<file path="src/rtl/uart_pkg.sv">
// Shared definitions for the UART byte receiver and transmitter: baud_set codes,
// receiver FSM states and the 16x oversampling divisor lookup.
package uart_pkg;

    localparam logic [2:0] BAUD_9600   = 3'd0;
    localparam logic [2:0] BAUD_19200  = 3'd1;
    localparam logic [2:0] BAUD_38400  = 3'd2;
    localparam logic [2:0] BAUD_57600  = 3'd3;
    localparam logic [2:0] BAUD_115200 = 3'd4;

    localparam int DIV_W = 9;

    typedef enum logic [2:0] {
        IDLE,
        START,
        DATA,
        PARITY,
        STOP
    } rx_state_e;

    // Rounded clk_hz / (16 * baud); each arm folds to a constant for a fixed clock.
    // At 50 MHz this yields 326/163/81/54/27. Unused codes fall back to 9600.
    function automatic logic [DIV_W-1:0] div_16x(input logic [2:0] baud_set,
                                                 input int unsigned clk_hz);
        int unsigned div;
        case (baud_set)
            BAUD_19200:  div = (clk_hz + 8 * 19_200)  / (16 * 19_200);
            BAUD_38400:  div = (clk_hz + 8 * 38_400)  / (16 * 38_400);
            BAUD_57600:  div = (clk_hz + 8 * 57_600)  / (16 * 57_600);
            BAUD_115200: div = (clk_hz + 8 * 115_200) / (16 * 115_200);
            default:     div = (clk_hz + 8 * 9_600)   / (16 * 9_600);
        endcase
        return DIV_W'(div);
    endfunction

    function automatic logic maj3(input logic a, input logic b, input logic c);
        return (a & b) | (a & c) | (b & c);
    endfunction

endpackage

</file>
<file path="src/rtl/uart_baud_tick.sv">
// 16x oversampling tick generator: divisor latched on load_i, counter runs 0..DIV-1
// and tick_o marks the last count of each subtick.
module uart_baud_tick
    import uart_pkg::*;
#(
    parameter int unsigned CLK_HZ = 50_000_000
) (
    input  logic       Clk,
    input  logic       Rst_n,
    input  logic       clr_i,
    input  logic       load_i,
    input  logic [2:0] baud_set_i,
    output logic       tick_o
);

    logic [DIV_W-1:0] div_q;
    logic [DIV_W-1:0] cnt_q;

    assign tick_o = (cnt_q == div_q - 1'b1);

    always_ff @(posedge Clk or negedge Rst_n) begin
        if (!Rst_n) begin
            div_q <= div_16x(BAUD_9600, CLK_HZ);
            cnt_q <= '0;
        end else begin
            if (load_i) begin
                div_q <= div_16x(baud_set_i, CLK_HZ);
            end
            if (clr_i || tick_o) begin
                cnt_q <= '0;
            end else begin
                cnt_q <= cnt_q + 1'b1;
            end
        end
    end

endmodule

</file>
<file path="src/rtl/uart_rx_frame.sv">
// 16x oversampling UART byte receiver with 3-sample majority vote, optional parity,
// framing/overrun flags and a valid/ready holding register.
//   state  | meaning
//   IDLE   | line idle, waiting for a falling edge
//   START  | start bit; majority 1 at subtick 9 aborts as a false start
//   DATA   | 8 data bits, LSB first, shifted in at subtick 15
//   PARITY | parity bit checked against the shifted byte
//   STOP   | stop bit; frame completes at subtick 9
module uart_rx_frame
    import uart_pkg::*;
#(
    parameter int unsigned CLK_HZ     = 50_000_000,
    parameter bit          PARITY_EN  = 1'b0,
    parameter bit          PARITY_ODD = 1'b0
) (
    input  logic       Clk,
    input  logic       Rst_n,
    input  logic [2:0] baud_set,
    input  logic       Rs232_Rx,
    output logic [7:0] data_byte,
    output logic       rx_valid,
    input  logic       rx_ready,
    output logic       Rx_Done,
    output logic       parity_err,
    output logic       frame_err,
    output logic       overrun,
    output logic       busy
);

    logic       sync1_q, sync2_q, hist_q;
    rx_state_e  state_q;
    logic [3:0] subtick_q;
    logic [2:0] bitcnt_q;
    logic [1:0] vote_q;
    logic       bit_q;
    logic [7:0] shift_q;
    logic       perr_frame_q;
    logic [7:0] data_q;
    logic       valid_q;
    logic       perr_q;
    logic       done_q;
    logic       ferr_q;
    logic       ovr_q;

    logic fall;
    logic start_frame;
    logic tick;
    logic at_decide;
    logic at_end;
    logic maj_now;

    always_ff @(posedge Clk or negedge Rst_n) begin
        if (!Rst_n) begin
            sync1_q <= 1'b1;
            sync2_q <= 1'b1;
            hist_q  <= 1'b1;
        end else begin
            sync1_q <= Rs232_Rx;
            sync2_q <= sync1_q;
            hist_q  <= sync2_q;
        end
    end

    assign fall        = hist_q & ~sync2_q;
    assign start_frame = (state_q == IDLE) && fall;

    uart_baud_tick #(
        .CLK_HZ (CLK_HZ)
    ) u_tick (
        .Clk        (Clk),
        .Rst_n      (Rst_n),
        .clr_i      (start_frame),
        .load_i     (start_frame),
        .baud_set_i (baud_set),
        .tick_o     (tick)
    );

    assign at_decide = tick && (subtick_q == 4'd9);
    assign at_end    = tick && (subtick_q == 4'd15);
    // Vote uses the two stored samples plus the live subtick-9 sample.
    assign maj_now   = maj3(vote_q[0], vote_q[1], sync2_q);

    always_ff @(posedge Clk or negedge Rst_n) begin
        if (!Rst_n) begin
            state_q      <= IDLE;
            subtick_q    <= '0;
            bitcnt_q     <= '0;
            vote_q       <= '0;
            bit_q        <= 1'b0;
            shift_q      <= '0;
            perr_frame_q <= 1'b0;
            data_q       <= '0;
            valid_q      <= 1'b0;
            perr_q       <= 1'b0;
            done_q       <= 1'b0;
            ferr_q       <= 1'b0;
            ovr_q        <= 1'b0;
        end else begin
            done_q <= 1'b0;
            ferr_q <= 1'b0;
            ovr_q  <= 1'b0;
            if (valid_q && rx_ready) begin
                valid_q <= 1'b0;
            end
            if (tick && state_q != IDLE) begin
                subtick_q <= subtick_q + 4'd1;
            end
            if (tick && subtick_q == 4'd7) begin
                vote_q[0] <= sync2_q;
            end
            if (tick && subtick_q == 4'd8) begin
                vote_q[1] <= sync2_q;
            end
            case (state_q)
                IDLE: begin
                    if (fall) begin
                        state_q      <= START;
                        subtick_q    <= '0;
                        bitcnt_q     <= '0;
                        perr_frame_q <= 1'b0;
                    end
                end
                START: begin
                    if (at_decide && maj_now) begin
                        state_q <= IDLE;
                    end else if (at_end) begin
                        state_q <= DATA;
                    end
                end
                DATA: begin
                    if (at_decide) begin
                        bit_q <= maj_now;
                    end
                    if (at_end) begin
                        shift_q  <= {bit_q, shift_q[7:1]};
                        bitcnt_q <= bitcnt_q + 3'd1;
                        if (bitcnt_q == 3'd7) begin
                            state_q <= PARITY_EN ? PARITY : STOP;
                        end
                    end
                end
                PARITY: begin
                    if (at_decide) begin
                        perr_frame_q <= ((^shift_q) ^ maj_now) != PARITY_ODD;
                    end
                    if (at_end) begin
                        state_q <= STOP;
                    end
                end
                STOP: begin
                    // Completing mid stop bit leaves margin for a slightly fast sender.
                    if (at_decide) begin
                        state_q <= IDLE;
                        done_q  <= 1'b1;
                        ferr_q  <= ~maj_now;
                        if (!valid_q || rx_ready) begin
                            data_q  <= shift_q;
                            perr_q  <= perr_frame_q;
                            valid_q <= 1'b1;
                        end else begin
                            ovr_q <= 1'b1;
                        end
                    end
                end
                default: state_q <= IDLE;
            endcase
        end
    end

    assign data_byte  = data_q;
    assign rx_valid   = valid_q;
    assign Rx_Done    = done_q;
    assign parity_err = perr_q;
    assign frame_err  = ferr_q;
    assign overrun    = ovr_q;
    assign busy       = (state_q != IDLE);

endmodule
</file>
<file path="config.mk">
export PLATFORM = sky130hd
export DESIGN_NAME = uart_rx_frame
export DESIGN_NICKNAME = d
export VERILOG_FILES = /design/src/rtl/uart_pkg.sv /design/src/rtl/uart_baud_tick.sv /design/src/rtl/uart_rx_frame.sv
export SDC_FILE = /design/constraint.sdc
export NUM_CORES = 1
export LEC_CHECK = 0
export CORE_MARGIN = 5
export CORE_UTILIZATION = 35
export CTS_CLUSTER_DIAMETER = 50
export DETAILED_ROUTE_END_ITERATION = 10
export HOLD_SLACK_MARGIN = 0.02
export PLACE_DENSITY_LB_ADDON = 0.25
export SLEW_MARGIN = 10
export SYNTH_ARGS = -nofsm -noshare
export SYNTH_HDL_FRONTEND = slang
export SYNTH_HIERARCHICAL = 1
export SYNTH_SLANG_ARGS = --single-unit
</file>
<file path="constraint.sdc">
create_clock -name Clk -period 4.3 [get_ports Clk]
set_input_delay 1.29 -clock Clk [delete_from_list [all_inputs] [get_ports Clk]]
set_output_delay 1.29 -clock Clk [all_outputs]
set_load 0.1 [all_outputs]
</file>
---- Word level (Yosys, flattened, before mapping) ----
Cells that the tools add are included.
storage, ports and cells
  bits in registers ....................... 56
  output and inout bits ................... 14
  logic and storage cells ................. 105
cells by class
  add/sub/neg operators ................... 4
  eq/ne operators ......................... 21
  multiplexer cells ....................... 30
  bitwise logic cells ..................... 9
  reductions and logical operators ........ 22
operators with widths
  cell                                              number
  one-hot mux 9 bit (4 select lines)                1
  two-way mux 3 bit                                 9
  one-hot mux 3 bit (5 select lines)                1
  two-way mux 1 bit                                 13
  == test 3 x 2 -> 1 bit, second input constant     4
  == test 4 bit, second input constant              3
  two-way mux 4 bit                                 3
  != test 2 bit, second input constant              6
  adder 9 x 1 -> 9 bit, second input constant       1
  == test 3 bit, second input constant              3
  == test 9 bit                                     1
  two-way mux 9 bit                                 1
  AND reduction 3 bit                               3
  subtractor 9 x 1 -> 9 bit, second input constant  1
  logical AND 1 bit                                 8
  parity 8 bit                                      1
  == test 3 x 1 -> 1 bit, second input constant     2
  one-hot mux 3 bit (2 select lines)                1
  AND reduction 6 bit                               1
  adder 4 x 1 -> 4 bit, second input constant       1
  AND 1 bit                                         4
  == test 4 x 3 -> 1 bit, second input constant     1
  AND reduction 2 bit                               2
  nonzero test 2 bit                                2
  other kinds (10)                                  13

---- Logic depth before layout (Yosys ltp) ----
Gate-level depths: netlist (run 1).
  word-level depth ........................ 6
  gate-level depth with buffers ........... 16
  depth with buffers taken out ............ 12

---- Modules after synthesis ----
The synthesis (run 1) kept the hierarchy.
modules (own cells, without submodules)
  module          instances  cells an instance  area each (um^2)  seq. area each (um^2)
  uart_rx_frame   1          133                1694.1            954.7
  uart_baud_tick  1          124                1171.1            455.4

---- Worst setup path after synthesis (run 1) ----
Ideal clock, no wire load.
  path kind ............................... flip-flop to flip-flop
  from .................................... reg u_tick.div_q[0]
  to ...................................... reg shift_q[1]
  data arrival time ....................... 3048 ps
  path slack .............................. 1127 ps
  stages on the path, launching flop included .. 16
  path buffers ............................ 5
  period minus slack after synthesis ...... 3173 ps
  path through ............................ dfrtp_1 > clkbuf_1 > inv_1 > ha_1 > clkbuf_1 > o21a_1 > a21oi_1 > o31ai_1 > o2111a_1 > clkbuf_2 > and2_1 > nand4_2 > or3_1 > buf_6 > buf_8 > mux2_4
on the way
  cells in the longest elaborated chain, start to end .. 4
ends and longest elaborated chain
  item                                  line                  RTL
  start: declaration                    uart_baud_tick.sv:16  logic [DIV_W-1:0] div_q;
  start signal: assignment              uart_baud_tick.sv:23  div_q <= div_16x(BAUD_9600, CLK_HZ);
  start signal: assignment              uart_baud_tick.sv:27  div_q <= div_16x(baud_set_i, CLK_HZ);
  subtractor 9 x 1 -> 9 bit             uart_baud_tick.sv:19  assign tick_o = (cnt_q == div_q - 1'b1);
  == test 9 bit                         uart_baud_tick.sv:19
  net tick                              uart_rx_frame.sv:47   logic tick;
  logical AND 1 bit                     uart_rx_frame.sv:79   assign at_end = tick && (subtick_q == 4'd15);
  AND reduction 2 bit (no source line)  -
  end signal: assignment                uart_rx_frame.sv:135  shift_q <= {bit_q, shift_q[7:1]};
  end: declaration                      uart_rx_frame.sv:36   logic [7:0] shift_q;
The timed path passes the listed nets, and every way through them passes these cells.
A chain may end at the register's enable or synchronous reset.

---- Final worst setup path (run 1) ----
  from .................................... reg state_q[0]
  to ...................................... out busy
on the way
  cells in the longest elaborated chain, start to end .. 1
ends and longest elaborated chain
  item                      line                  RTL
  start: declaration        uart_rx_frame.sv:31   rx_state_e state_q;
  start signal: assignment  uart_rx_frame.sv:138  state_q <= PARITY_EN ? PARITY : STOP;
  nonzero test 3 bit        uart_rx_frame.sv:176  assign busy = (state_q != IDLE);
  end: declaration          uart_rx_frame.sv:27   output logic busy
Every way passes these cells.

==> results of run 1 <==
## final timing paths
kind	start	slack (ns)	cells past startpoint	endpoint
worst max-delay path	state_q[0]	0.74	2	busy
worst min-delay path	sync1_q	0.37	0	sync2_q
worst max register to register	u_tick/div_q[1]	0.88	10	shift_q[3]
worst min register to register	sync1_q	0.37	0	sync2_q
max in group asynchronous	Rst_n	2.49	2	u_tick/div_q[6]
min in group asynchronous	Rst_n	0.94	1	shift_q[5]
## cells by family (layout without fill, tap and decap cells)
logic type,count (synthesis),in the layout,share of synthesized area [%]
simple gates,72,72,13.41
fa+ha+maj,8,8,3.406
mux,24,24,9.869
flops,56,56,49.21
buf+inv,25,42,4.236
compound gates,45,45,10.65
xor+xnor,27,27,9.214
## power by group through the flow
stage          clock network [mW]  registers, mW  logic (mW)
5_1_grt                     0.321          0.732       0.382
4_1_cts                     0.302          0.720       0.342
3_5_place_dp                    0          0.729       0.341
6_report                    0.287          0.719       0.338
3_3_place_gp                    0          0.728       0.336
2_1_floorplan                   0          0.673       0.317
## state kept, by name, summed over array words and instances, names as in the netlist
register      count
frame_err         1
rx_valid          1
parity_err        1
shift_q           8
vote_q            2
data_byte         8
u_tick/cnt_q      9
Rx_Done           1
overrun           1
bitcnt_q          3
sync2_q           1
bit_q             1
perr_frame_q      1
hist_q            1
u_tick/div_q      9
state_q           3
subtick_q         4
sync1_q           1
## metrics by stage
| stage | utilization [%] | setup slack, ns |
|---|---|---|
| global placement | 38.64 | 0.8980 |
| finish | 39.69 | 0.7423 |
| CTS | 39.69 | 0.7178 |
| detailed placement | 38.64 | 0.8811 |
| floorplan | - | 1.127 |
| global route | 39.69 | 0.6012 |
## metal layers
layer  wire, µm  share of wire (%)
met1       2802                 55
met2       2115                 41
met3        111                2.2
met4         86                1.7
met5          0                  0
## cell usage after synthesis, drive strengths merged, types with 3 or more instances
master  instances
a211oi          9
a21oi          10
buf             4
clkbuf          8
dfrtp          49
dfstp           7
ha              7
inv            13
mux2           22
nand2          18
nand2b          6
nand3          12
nand4b          3
nor2           14
nor3            5
nor3b           3
o21ai          10
or3             3
xnor2          17
xor2            8
## critical path, cell delays in order, from the launching register on
cell and delay [ns]:
dfrtp_1 0.46, or3_1 0.48, clkdlybuf4s50_1 1.01
## cell type report
class | count | area (µm²) | share of cell area, %
sequential | 56 | 1410 | 43.90
multi-input combinational | 176 | 1334 | 41.53
timing repair buffer | 21 | 202.7 | 6.311
tap | 105 | 131.4 | 4.090
clock buffer | 6 | 72.57 | 2.259
inverter | 13 | 48.80 | 1.519
clock inverter | 2 | 12.51 | 0.3896
==> reports/results.txt, run 1 <==
Outcome = finished clean
Initial DRC Count = 44
H-tree Lvls = 2
Yosys top cell by area = dfrtp_1
CTS sink count = 56
Average wire per standard cell = 13.50 µm
Max_slew headroom = 34.12%
Syn_nets = 271
Met2 usage = 15.44%
Vias = 1848
Min-Delay Path Class = register to register
Pre-antenna DRT Iters = 4
#FFs+latches synth = 56
CTS Buffer Depth = 2
# IOs = 21
Largest cells by area after synthesis = dfrtp_1 43%, mux2_2 7.1%, dfstp_2 6.4%
Antenna violations before repair = 0
Worst Hold Slack = 0.3677 ns
Worst VDD drop = 0.2090 mV
GPL Wtd Cong = 0.8294
Number of vias per cell = 4.876
Total wire length = 5115 µm
Root Buffer Master = clkbuf_8
Met1 usage = 16.43%
Max-cap viol count = 0
Primary FF master, synth = dfrtp_1
Synth top area share = 42.79%
Internal power = 0.8847 mW
GRT overflow = 0
Gr usage total = 10.89%
Worst-skew pair later-pin latency = 0.31 ns
Worst Setup End Kind = output port
Post-DP HPWL = 3662 µm
PD cells = 418.3 mW/mm²
Cell area after synthesis = 0.002865 mm²
Combinational Power Share = 25.1%
Worst Tran Pin Value = 0.9851 ns
# DRC = 0
Area Overhead vs Synth = 12.10%
Filler instances = 825
Mean Syn Cell Area = 11.15 µm²
Share of layout cells above drive strength 1 = 16.79%
CTS tree = yes
Total Die Area = 0.01010 mm²
Die height = 100.5 µm
Total negative setup slack = 0 ns
Commonest non-fill, non-tap cell in the layout = dfrtp_1
Post-Place Cells = 371
RSZ-0062 raised after global routing = false
Worst Path Required = 3.01 ns
Initial core utilization = 35.41%
Post-CTS Hold Buffers = 0
Core area = 0.008093 mm²
Busiest grt layer = met1
Clock transition at the registers of the reported paths = 0.11 ns
I/O Buffers = 20
GRT met3 Usage = 2.215%
First-pass GRT wire length = 8797 µm
Total chip power = 1.344 mW
Leak = 1.408 nW
Row count = 33
Period utilization = 82.74%
Final setup viols = 0
Post-Syn Instances = 257
Ys Warns = 6
# diodes = 0
Setup crit start kind = register
Cts bufs inserted = 5
Fmax = 281.1 MHz
Fin nets = 287
Crit path max fanout = 8
Largest net degree at the start of global routing = 34
Clk network pwr share = 21.3%
Flop pwr share = 53.5%
Switch Pwr = 0.4589 mW
Switching share of power = 34.15%
Post-route ant nets = 0
Vias in the first global route = 1789
Crit Path Category = register to output port
Cell variety after synth = 50
Final Instance Count excl. Fillers = 379
Post-CTS Resized = 0
Crit path DAT = 2.27 ns
Post-synth ARST share = 100.0%
Final Critical Period = 3.558 ns
Final Cell Area = 0.003212 mm²
Placed instance area = 0.003127 mm²
Final Max Slew Viols = 0
Hold Vio Cnt, Final = 0
Number of flops mapped to enable cells by yosys = 0
Setup bufs post-CTS = 0
Clk_skew = 0.01393 ns
Commonest non-fill, non-tap cells in the layout = 49 x dfrtp_1, 19 x clkdlybuf4s50_1, 18 x mux2_2, 17 x nand2_1, 17 x xnor2_1
Die Wd = 100.5 µm
Sequential area share after synthesis = 49.21%
(Power assumes the default switching activity.)
==> inputs of run 2 (changes only) <==
==> constraint.sdc (replaced) <==
create_clock -name Clk -period 3.2 [get_ports Clk]
set_input_delay 0.96 -clock Clk [delete_from_list [all_inputs] [get_ports Clk]]
set_output_delay 0.96 -clock Clk [all_outputs]
set_load 0.1 [all_outputs]
==> reports/results.txt, run 2 (synthesis results as in run 1) <==
Outcome = finished clean
Worst-skew pair later-pin latency = 0.32 ns
Top flop regs = u_tick/cnt_q: 9 flops, u_tick/div_q: 9 flops
Root Buffer Master = clkbuf_8
Max-cap viol count = 0
Commonest non-fill, non-tap cell in the layout = dfrtp_1
Switching share of power = 33.12%
Setup crit start kind = register
Total wire length = 5261 µm
Vias in the first global route = 1877
Combinational Power Share = 25.8%
CTS tree = yes
Largest net degree at the start of global routing = 47
Vias = 1881
Worst path cell trace = inv_1, ha_1, xor2_1, o211ai_1, a211oi_1, o2111a_1, and2_4, nand4_2, or3_1, buf_4, mux2_4
Worst Path Required = 3.41 ns
Crit Path Category = register to register
Slowest library cell on the worst path = dfstp_2
Fmax = 335.4 MHz
Worst Hold Slack = 0.3603 ns
H-tree Lvls = 2
Crit path buf inv count = 2
Row count = 33
Internal power = 1.295 mW
Pre-antenna DRT Iters = 4
Core area = 0.008093 mm²
Post-route ant nets = 0
Post-DP HPWL = 3769 µm
Area Overhead vs Synth = 14.37%
Share of layout cells above drive strength 1 = 25.00%
PD cells = 591.1 mW/mm²
Die height = 100.5 µm
Die Wd = 100.5 µm
Filler instances = 817
Average wire per standard cell = 13.66 µm
Slowest stage delay, CP = 0.59 ns
Clk_skew = 0.01384 ns
Min-Delay Path Class = register to register
Switch Pwr = 0.6414 mW
RSZ-0062 raised after global routing = false
CTS sink count = 56
Hold Vio Cnt, Final = 0
Commonest non-fill, non-tap cells in the layout = 49 x dfrtp_1, 20 x buf_4, 18 x mux2_2, 17 x nand2_1, 17 x xnor2_1
Max_slew headroom = 62.86%
Total Die Area = 0.01010 mm²
Fin nets = 293
Clk network pwr share = 24.8%
# DRC = 0
# IOs = 21
I/O Buffers = 20
Clock transition at the registers of the reported paths = 0.10 ns
GPL Wtd Cong = 0.7511
GRT overflow = 0
Total negative setup slack = 0 ns
First-pass GRT wire length = 9349 µm
CTS Buffer Depth = 2
Antenna violations before repair = 0
Number of vias per cell = 4.886
Final setup viols = 0
Final Max Slew Viols = 0
# diodes = 0
Worst Setup End Kind = register
Initial core utilization = 35.41%
Leak = 1.491 nW
Worst Tran Pin Value = 0.5566 ns
Initial DRC Count = 96
Crit-path leading delay family = simple AND/OR/NAND/NOR gates
Gr usage total = 11.57%
Worst VDD drop = 0.3387 mV
Cts bufs inserted = 5
Flop pwr share = 49.4%
Crit path max fanout = 14
Crit path DAT = 3.19 ns
Final Critical Period = 2.982 ns
Period utilization = 93.18%
[run 2: cell count changes in the layout (fill, tap and decap cells not counted), sizes merged]
cell / delta
clkinvlp: -1
bufinv: +1
buf: +20
clkdlybuf4s50: -14
clkbuf: -1
inv: +1
[run 2: routing by layer]
metal | global-route usage, % | wire length, µm | vias up
li1 | - | - | 948
met2 | 16.92 | 2264 | 24
met1 | 16.80 | 2744 | 902
met4 | 4.041 | 95 | 0
met5 | 0 | 0 | -
met3 | 2.630 | 156 | 7
[run 2: repair_timing]
action                                 CTS  global route
endpoints found under the hold margin    0             0
setup endpoints to repair                0            17
hold buffers                             0             0
buffers inserted                         0             0
resized for setup                        0             4
[run 2: power groups by stage]
| stage | Clock [mW] | Sequential (mW) | Combinational, mW |
|---|---|---|---|
| floorplan | 0 | 0.904 | 0.426 |
| global placement | 0 | 0.966 | 0.493 |
| detailed placement | 0 | 0.967 | 0.498 |
| CTS | 0.510 | 0.953 | 0.503 |
| global route | 0.537 | 0.979 | 0.571 |
| finish | 0.480 | 0.957 | 0.500 |
[run 2: final cells by class]
class / instances / area, µm² / area share [%]
clock buffer: 5 / 68.82 / 2.100
clock inverter: 3 / 46.29 / 1.413
inverter: 13 / 48.80 / 1.489
multi-input combinational: 176 / 1346 / 41.08
sequential: 56 / 1410 / 43.03
tap: 105 / 131.4 / 4.009
timing repair buffer: 27 / 225.2 / 6.873
[run 2: path summary, 6_finish.rpt]
kind | from | to | slack (ns) | depth (start not counted)
max in group asynchronous | Rst_n | u_tick/div_q[2] | 2.12 | 2
hold reg to reg | sync1_q | sync2_q | 0.36 | 0
setup / recovery | u_tick/div_q[1] | shift_q[2] | 0.22 | 11
setup reg to reg | u_tick/div_q[1] | shift_q[2] | 0.22 | 11
min in group asynchronous | Rst_n | data_byte[2] | 0.50 | 1
hold / removal | sync1_q | sync2_q | 0.36 | 0
[run 2: metrics by stage]
| stage | util (%) | worst slack (ns) | total power [mW] | cell area (µm²) | cells |
|---|---|---|---|---|---|
| after global routing | 40.49 | 0.03945 | 2.087 | 3277 | 385 |
| after CTS | 40.34 | 0.1164 | 1.966 | 3264 | 385 |
| after floorplan | - | 0.02717 | 1.330 | 2865 | 257 |
| after detailed placement | 38.91 | 0.1426 | 1.465 | 3149 | 377 |
| after global placement | 38.91 | 0.2060 | 1.459 | 3149 | 377 |
| final | 40.49 | 0.2181 | 1.937 | 3277 | 385 |
==> inputs of run 3 (changes only) <==
--- a/config.mk
+++ b/config.mk
@@ -6,10 +6,11 @@
 export NUM_CORES = 1
 export LEC_CHECK = 0
 export CORE_MARGIN = 5
-export CORE_UTILIZATION = 35
+export CORE_UTILIZATION = 48
 export CTS_CLUSTER_DIAMETER = 50
 export DETAILED_ROUTE_END_ITERATION = 10
 export HOLD_SLACK_MARGIN = 0.02
+export MAX_ROUTING_LAYER = met4
 export PLACE_DENSITY_LB_ADDON = 0.25
 export SLEW_MARGIN = 10
 export SYNTH_ARGS = -nofsm -noshare
==> constraint.sdc (replaced) <==
create_clock -name Clk -period 2.7 [get_ports Clk]
set_input_delay 0.81 -clock Clk [delete_from_list [all_inputs] [get_ports Clk]]
set_output_delay 0.81 -clock Clk [all_outputs]
set_load 0.1 [all_outputs]
==> reports/results.txt, run 3 (synthesis results as in run 1) <==
Outcome = finished clean
# DRC = 0
Post-route ant nets = 0
Final worst-path setup slack = 0.005981 ns
Area Overhead vs Synth = 21.35%
Worst Hold Slack = 0.3628 ns
Hold Vio Cnt, Final = 0
Post-DP HPWL = 3984 µm
Min-Delay Path Class = register to register
Worst Setup End Kind = register
Setup crit start kind = register
Period utilization = 99.78%
Die Wd = 87.26 µm
Total wire length = 5607 µm
Die height = 87.26 µm
Total chip power = 2.289 mW
Crit Path Category = register to register
Fmax = 371.2 MHz
Crit path max fanout = 7
Worst-skew pair later-pin latency = 0.31 ns
Top flop regs = u_tick/cnt_q: 9 flops, u_tick/div_q: 9 flops
Final Critical Period = 2.694 ns
Clock transition at the registers of the reported paths = 0.10 ns
Vias = 1991
Post-CTS Hold Buffers = 0
Vias in the first global route = 1951
PD cells = 658.2 mW/mm²
Final Max Slew Viols = 0
First-pass GRT wire length = 9604 µm
Final setup viols = 0
Commonest non-fill, non-tap cells in the layout = 49 x dfrtp_1, 37 x buf_4, 17 x xnor2_1, 16 x nand2_1
Clk_skew = 0.008505 ns
# IOs = 21
Number of vias per cell = 5.324
Largest net degree at the start of global routing = 28
Pre-antenna DRT Iters = 4
Average wire per standard cell = 14.99 µm
Post-Place Cells = 361
Core area = 0.005851 mm²
Pre-CTS setup slack = -0.04281 ns
Root Buffer Master = clkbuf_8
CTS sink count = 56
Share of layout cells above drive strength 1 = 32.44%
Antenna violations before repair = 0
Worst Path Required = 2.91 ns
Row count = 28
CTS Buffer Depth = 2
Fin nets = 312
Commonest non-fill, non-tap cell in the layout = dfrtp_1
# diodes = 0
Worst VDD drop = 0.4029 mV
Gr usage total = 16.38%
Cts bufs inserted = 5
Filler instances = 476
Leak = 1.609 nW
Max_slew headroom = 59.79%
Worst Tran Pin Value = 0.6031 ns
Initial core utilization = 48.97%
GRT overflow = 0
H-tree Lvls = 2
GPL Wtd Cong = 0.7783
Final Instance Count excl. Fillers = 374
I/O Buffers = 20
Crit path DAT = 2.90 ns
RSZ-0062 raised after global routing = true
Total Die Area = 0.007614 mm²
Initial DRC Count = 110
Max-cap viol count = 0
CTS tree = yes
[run 3: power breakdown]
part           internal [mW]  switching, mW
sequential             0.965          0.137
clock                  0.187          0.285
combinational          0.346          0.369
total                   1.50          0.791
[run 3: stage by stage]
stage                     TNS [ns]  utilization (%)  cell area, µm²
final                            0            59.43            3477
after global routing        -1.814            59.43            3477
after CTS                        0            58.45            3420
after detailed placement   -0.4666            55.75            3262
after global placement     -0.3088            55.75            3262
after floorplan             -2.102                -            2944
[run 3: routing by layer]
layer | global-route usage (%) | part of all wire [%] | routed length, µm | up-vias
li1 | - | - | - | 985
met1 | 23.39 | 51 | 2833 | 970
met2 | 24.04 | 45 | 2514 | 30
met3 | 2.554 | 3.4 | 193 | 6
met4 | 5.021 | 1.2 | 65 | 0
met5 | - | 0 | 0 | -
[run 3: what timing repair did]
item / 4_1_cts / 5_1_grt
pin swaps: 1 / 4
setup endpoints to repair: 17 / 24
cloned: 1 / 1
buffers inserted: 2 / 1
gates resized for setup: 7 / 8
[run 3: critical path, cell delays in order, from the launching register on]
cell and delay (ns):
dfstp_2 0.55, inv_2 0.04, ha_4 0.25, xor2_1 0.14
o211ai_1 0.10, a211oi_1 0.20, o2111a_1 0.25, and2_4 0.18
nand4_4 0.08, or3_4 0.35, buf_6 0.15, mux2_4 0.30
[run 3: area by class of cell]
class,instances,area (µm²),area share (%)
flip-flops and latches,56,1410,40.55
well taps,75,93.84,2.699
clock inverters,3,22.52,0.6477
inverters,13,53.80,1.547
multi-input cells,177,1479,42.53
repair buffers,45,349.1,10.04
clock buffers,5,68.82,1.979
[run 3: final timing paths]
path / to / startpoint / cells after the start / slack (ns)
max in group asynchronous: u_tick/div_q[6] / Rst_n / 2 / 1.49
worst max register to register: shift_q[2] / u_tick/div_q[1] / 11 / 0.006
worst max-delay path: shift_q[2] / u_tick/div_q[1] / 11 / 0.006
min in group asynchronous: data_byte[0] / Rst_n / 1 / 0.49
worst min register to register: sync2_q / sync1_q / 0 / 0.36
worst min-delay path: sync2_q / sync1_q / 0 / 0.36
